===== config.mk =====
export PLATFORM = sky130hd
export DESIGN_NAME = gentest_rsearch
export DESIGN_NICKNAME = d
export VERILOG_FILES = /design/src/rtl/gentest_rsearch.sv
export SDC_FILE = /design/constraint.sdc
export NUM_CORES = 1
export LEC_CHECK = 0
export BUFFER_PORTS_ARGS = -buffer_cell sky130_fd_sc_hd__buf_2
export CAP_MARGIN = 5
export CORE_ASPECT_RATIO = 1.2
export CORE_MARGIN = 2
export CORE_UTILIZATION = 50
export DETAILED_ROUTE_END_ITERATION = 7
export GPL_TIMING_DRIVEN = 0
export PLACE_DENSITY_LB_ADDON = 0.1
export SETUP_SLACK_MARGIN = 0.3
export SYNTH_ARGS = -nofsm -noshare
export SYNTH_HDL_FRONTEND = slang
export SYNTH_SLANG_ARGS = --single-unit

===== constraint.sdc =====
create_clock -name clock -period 2.1 [get_ports clock]
set_clock_uncertainty 0.15 [all_clocks]
set_input_delay 0.42 -clock clock [delete_from_list [all_inputs] [get_ports clock]]
set_output_delay 0.42 -clock clock [all_outputs]
set_load 0.01 [all_outputs]

===== src/rtl/gentest_rsearch.sv =====
// Reverse lookup for the gentest table. The block takes a target value and
// steps the table index upward, one entry per clock. It returns the lowest
// index whose table value equals the target, or reports that no entry matched.
module gentest_rsearch #(
    parameter int IDX_W = 4,
    parameter int VAL_W = 8,
    parameter int DEPTH = 16
) (
    input  logic             clock,
    input  logic             reset_n,
    input  logic             req_valid,
    output logic             req_ready,
    input  logic [VAL_W-1:0] req_value,
    output logic [IDX_W-1:0] tbl_idx,
    input  logic [VAL_W-1:0] tbl_value,
    output logic             res_valid,
    input  logic             res_ready,
    output logic             res_found,
    output logic [IDX_W-1:0] res_idx,
    output logic             busy
);

    typedef enum logic [1:0] {
        S_IDLE,
        S_SCAN,
        S_DONE
    } state_e;

    // The last index scanned. It is compared for equality so that the counter
    // never needs to step past it. This also covers DEPTH == 2**IDX_W, where
    // DEPTH itself would not fit in IDX_W bits.
    localparam logic [IDX_W-1:0] LAST_IDX = IDX_W'(DEPTH - 1);

    state_e             state_q, state_d;
    logic [IDX_W-1:0]   cnt_q, cnt_d;
    logic [VAL_W-1:0]   target_q, target_d;
    logic               found_q, found_d;
    logic [IDX_W-1:0]   res_idx_q, res_idx_d;

    // Next-state logic: accept a request, scan the table, then hold the result until it is consumed.
    always_comb begin
        // NOTE: every variable gets a default before the case statement, so no path leaves one unassigned and no latch is inferred.
        state_d   = state_q;
        cnt_d     = cnt_q;
        target_d  = target_q;
        found_d   = found_q;
        res_idx_d = res_idx_q;
        unique case (state_q)
            S_IDLE: begin
                if (req_valid) begin
                    target_d  = req_value;
                    cnt_d     = '0;
                    found_d   = 1'b0;
                    res_idx_d = '0;
                    state_d   = S_SCAN;
                end
            end
            S_SCAN: begin
                if (tbl_value == target_q) begin
                    found_d   = 1'b1;
                    res_idx_d = cnt_q;
                    state_d   = S_DONE;
                end else if (cnt_q == LAST_IDX) begin
                    found_d   = 1'b0;
                    res_idx_d = '0;
                    state_d   = S_DONE;
                end else begin
                    cnt_d = cnt_q + 1'b1;
                end
            end
            S_DONE: begin
                if (res_ready) begin
                    cnt_d   = '0;
                    state_d = S_IDLE;
                end
            end
            default: state_d = S_IDLE;
        endcase
    end

    // State register. An asynchronous reset aborts any scan in progress and discards the captured target.
    always_ff @(posedge clock or negedge reset_n) begin
        if (!reset_n) begin
            state_q   <= S_IDLE;
            cnt_q     <= '0;
            target_q  <= '0;
            found_q   <= 1'b0;
            res_idx_q <= '0;
        end else begin
            // NOTE: non-blocking assignments make every flop sample its _d value from the same pre-edge state.
            state_q   <= state_d;
            cnt_q     <= cnt_d;
            target_q  <= target_d;
            found_q   <= found_d;
            res_idx_q <= res_idx_d;
        end
    end

    // Output decode. The request side stays closed while reset is asserted,
    // because the state register already reads IDLE during reset.
    always_comb begin
        req_ready = reset_n && (state_q == S_IDLE);
        busy      = (state_q == S_SCAN);
        res_valid = (state_q == S_DONE);
        res_found = found_q;
        res_idx   = res_idx_q;
        tbl_idx   = (state_q == S_IDLE) ? '0 : cnt_q;
    end

endmodule


Yosys cells after proc, flatten, opt, wreduce, memory -nomap -nowiden --
Index checks and enable logic that the tools add are counted. W data, S select, Z words.
Word-level totals: flip-flop bits (word level) 19, input port bits 20, logic and storage cells 41
Cells by class: add/sub/neg operators 1, eq/ne operators 9, muxes and demuxes 18, reductions and logical operators 8
Operators by type and width (count):
- $mux W4 | 7
- $pmux W4 S3 | 1
- $eq A8 B8 Y1 | 1
- $mux W2 | 4
- $pmux W4 S2 | 1
- $ne A2 B2 Y1 const B | 3
- $pmux W2 S3 | 1
- $reduce_and A3 Y1 | 2
- $reduce_and A5 Y1 | 1
- $add A4 B1 Y4 const B | 1
- $eq A4 B4 Y1 const B | 1
- $mux W1 | 3
- $ne A3 B1 Y1 const B | 1
- $reduce_bool A3 Y1 | 1
- $eq A2 B1 Y1 const B | 1
- $eq A2 B2 Y1 const B | 1
- $logic_not A2 Y1 | 1
- $ne A2 B1 Y1 const B | 1
- $pmux W1 S2 | 1
- $reduce_and A2 Y1 | 1
- $reduce_bool A2 Y1 | 1
- $logic_and A1 B1 Y1 | 1

Logic depth before layout (Yosys ltp) --
depth in word-level cells 4, mapped depth 5, depth with buffers taken out 5

Least setup slack after synthesis --
Ideal clock, no wire load.
path type register -> register, start point register state_q[0], end point register target_q[0], data arrival time 1196 ps, setup slack 629 ps, stages on the path, launching flop included 5, path buffers 1, cells stage by stage dfrtp_1 -> nor2_2 -> and2_4 -> buf_6 -> mux2_4
On the way: word-level cells in the longest chain between the ends 2
RTL lines:
- from (decl) | RTL line 34 | state_e state_q, state_d;
- from (signal assigned) | RTL line 91 | state_q <= state_d;
- $logic_not A2 Y1 | RTL line 48 | unique case (state_q)
- $reduce_and A2 Y1 (no source line)
- to (signal assigned) | RTL line 93 | target_q <= target_d;
- to (decl) | RTL line 36 | logic [VAL_W-1:0] target_q, target_d;
Every way passes these cells. A chain may end at the register's enable or synchronous reset.

Final worst setup path --
start point register state_q[0], end point output port tbl_idx[0]
On the way: word-level cells in the longest chain between the ends 2
RTL lines:
- $logic_not A2 Y1 | RTL line 107 | tbl_idx = (state_q == S_IDLE) ? '0 : cnt_q;
- $mux W4 | RTL line 107
- to (decl) | RTL line 14 | output logic [IDX_W-1:0] tbl_idx,
Every way passes these cells.

==> results.json <==
{
  "status": "complete, no violations",
  "grt-ovfl-total": 0,
  "die_w_um": 46.20,
  "power_density_mw_per_mm2": 1267,
  "hpwl_mm": 1.533,
  "ant_nets": 0,
  "start_kind": "flop",
  "area_growth_pct": 25.76,
  "nNetsFinal": 161,
  "synth.avg_cell_area_um2": 10.90,
  "synth_edf_count": 0,
  "gp_congestion": 0.7861,
  "yosys_warnings": 0,
  "die_y_um": 54.64,
  "rsz0062_at_grt": "yes",
  "grt_pass1_vias": 815,
  "final-hold-violation-count": 0,
  "power.leakage_nw": 0.6480,
  "synth_top_area_share_pct": 44.50,
  "drtPass1Iterations": 4,
  "slew_viol_final": 0,
  "start_util_pct": 52.14,
  "finalPower_mw": 1.703,
  "tightestPinTransition_ns": 0.8762,
  "drive_gt1_share_pct": 41.73,
  "grt_usage_pct": 19.96,
  "setup_tns_ns": 0,
  "io_pins": 32,
  "hold_class": "in2reg",
  "post-route-min-period_ns": 1.842,
  "netlist_area_mm2": 0.001069,
  "grt_pass1_wl_mm": 3.629,
  "worstPathMaxFanout": 6,
  "numCtsBuffers": 3,
  "drc": 0,
  "cts_buffer_depth": 2,
  "h-tree-depth": 1,
  "endpoint_kind": "output port",
  "vias_per_cell": 5.018,
  "critical_path_class": "reg2out",
  "routed_wl_mm": 2.103,
  "required_ns": 1.53,
  "antenna_found_initial": 0,
  "coreArea_mm2": 0.002049,
  "num_vias": 848,
  "portBuffers": 31,
  "max_slew_margin_pct": 41.40,
  "routedWlPerCell_um": 12.44,
  "clkTransAtPathRegs_ns": 0.12,
  "synth_area_leaders": "dfrtp_1 44%, mux2_4 11%, xnor2_1 6.6%",
  "crit_arrival_ns": 1.27,
  "hold-worst-slack_ns": 0.1814,
  "synth_ff_type": "dfrtp_1",
  "final.fill_count": 180,
  "cts_tree": "done",
  "drv_cap": 0,
  "yosysTopAreaCell": "dfrtp_1",
  "synthDistinctLibCells": 33,
  "insertion_delay_ns": 0.31,
  "cts_sinks": 19,
  "clock_tree.root_cell": "clkbuf_4",
  "netlist_instances": 98,
  "design.die.area_mm2": 0.002524,
  "setup_viol": 0,
  "synth_seq_cells": 19,
  "synthArstFlopShare_pct": 100.0,
  "row_count": 18,
  "num_antenna_cells": 0,
  "fin_crit_sh_pct": 87.72,
  "vdd_drop_max_mv": 0.7030,
  "drt_iter0_drc": 19,
  "max_freq_mhz": 542.9,
  "synth_fp_nets": 119,
  "grt_max_degree": 20,
  "yosysSeqAreaShare_pct": 44.50
}
logic make-up after synthesis:
group	Yosys count	synth area share, %
AO/OA/AOI/OAI	17	12.77
XOR/XNOR	8	6.558
adder cells (fa/ha/maj)	1	1.171
buffers and inverters	13	5.738
flip-flops	19	44.50
multiplexers	10	13.12
AND/OR/NAND/NOR	30	16.16
cells in the mapped netlist, drive strengths merged (3+ instances only):
cell	n
dfrtp	19
inv	10
nor2	3
xnor2	8
buf	3
o221ai	3
mux2	8
o211ai	4
nand2	10
nand4	4
and2	3
and2b	3
sequential cells by signal, indices dropped and copies added, names as in the netlist:
signal / flops
cnt_q: 4
res_found: 1
res_idx: 4
state_q: 2
target_q: 8
final cells by class:
cell class	instances	area, um2	area share (%)
multi-input combinational	66	536.8	39.94
tap	30	37.54	2.793
timing repair buffer	37	202.7	15.08
sequential	19	478.0	35.57
clock inverter	1	5.005	0.3724
inverter	10	40.04	2.980
clock buffer	3	22.52	1.676
buffer	3	21.27	1.583
layer usage:
layer	wire (um)	vias up	track usage [%]
met5	0	-	0
met4	31	0	7.143
met3	71	5	1.980
met2	1092	23	35.42
met1	908	393	24.59
li1	-	427	-
timing repair:
item / in CTS / in global routing
setup endpoints to repair: 5 / 5
gates resized for setup: 3 / 0
buffers inserted: 2 / 3
hold endpoints to repair: 19 / 0
pin swaps: 1 / 1
hold buffers: 1 / 0
worst paths after layout:
kind                               from  depth (start not counted)     endpoint  slack, ns
max in group asynchronous       reset_n                          2   state_q[1]       0.60
max reg2reg                 target_q[1]                          4    res_found       0.48
min in group asynchronous       reset_n                          2  target_q[3]       0.61
min                        req_value[2]                          2  target_q[2]       0.18
max                          state_q[0]                          3   tbl_idx[0]       0.26
min reg2reg                  res_idx[2]                          2   res_idx[2]       0.37
worst max-delay path, cell delays in order (launching register included):
cell     delay (ns)
dfrtp_2        0.45
nor2_4         0.19
and2b_1        0.19
buf_2          0.13
layout by cell type (no fill, tap or decap), drive strengths merged:
cell type	count
buf	39
dfrtp	19
nand2	10
inv	10
mux2	8
xnor2	8
nand4	4
o211ai	4
and2b	3
o221ai	3
clkbuf	3
nor2	3
and2	3
nand3	2
and4	2
mux2i	2
nand2b	2
o21ai	2
a2bb2oi	1
a31oi	1
o22ai	1
a22o	1
a21boi	1
o2111ai	1
a21oi	1
nor3	1
o21bai	1
ha	1
clkinv	1
dlygate4sd3	1
per-stage QoR:
stage / util [%] / area [um2] / instances / setup slack [ns]
2_1_floorplan: - / 1069 / 98 / 0.6290
3_3_place_gp: 61.54 / 1261 / 159 / 0.3924
3_5_place_dp: 61.54 / 1261 / 159 / 0.3689
4_1_cts: 64.47 / 1321 / 166 / 0.2529
5_1_grt: 65.57 / 1344 / 169 / 0.2124
6_report: 65.57 / 1344 / 169 / 0.2579
power by group:
group	internal [mW]	switching (mW)	total, mW
clock network	0.0711	0.121	0.192
logic	0.477	0.406	0.883
registers	0.503	0.125	0.628
No activity file was read; power rests on OpenSTA's default activity.
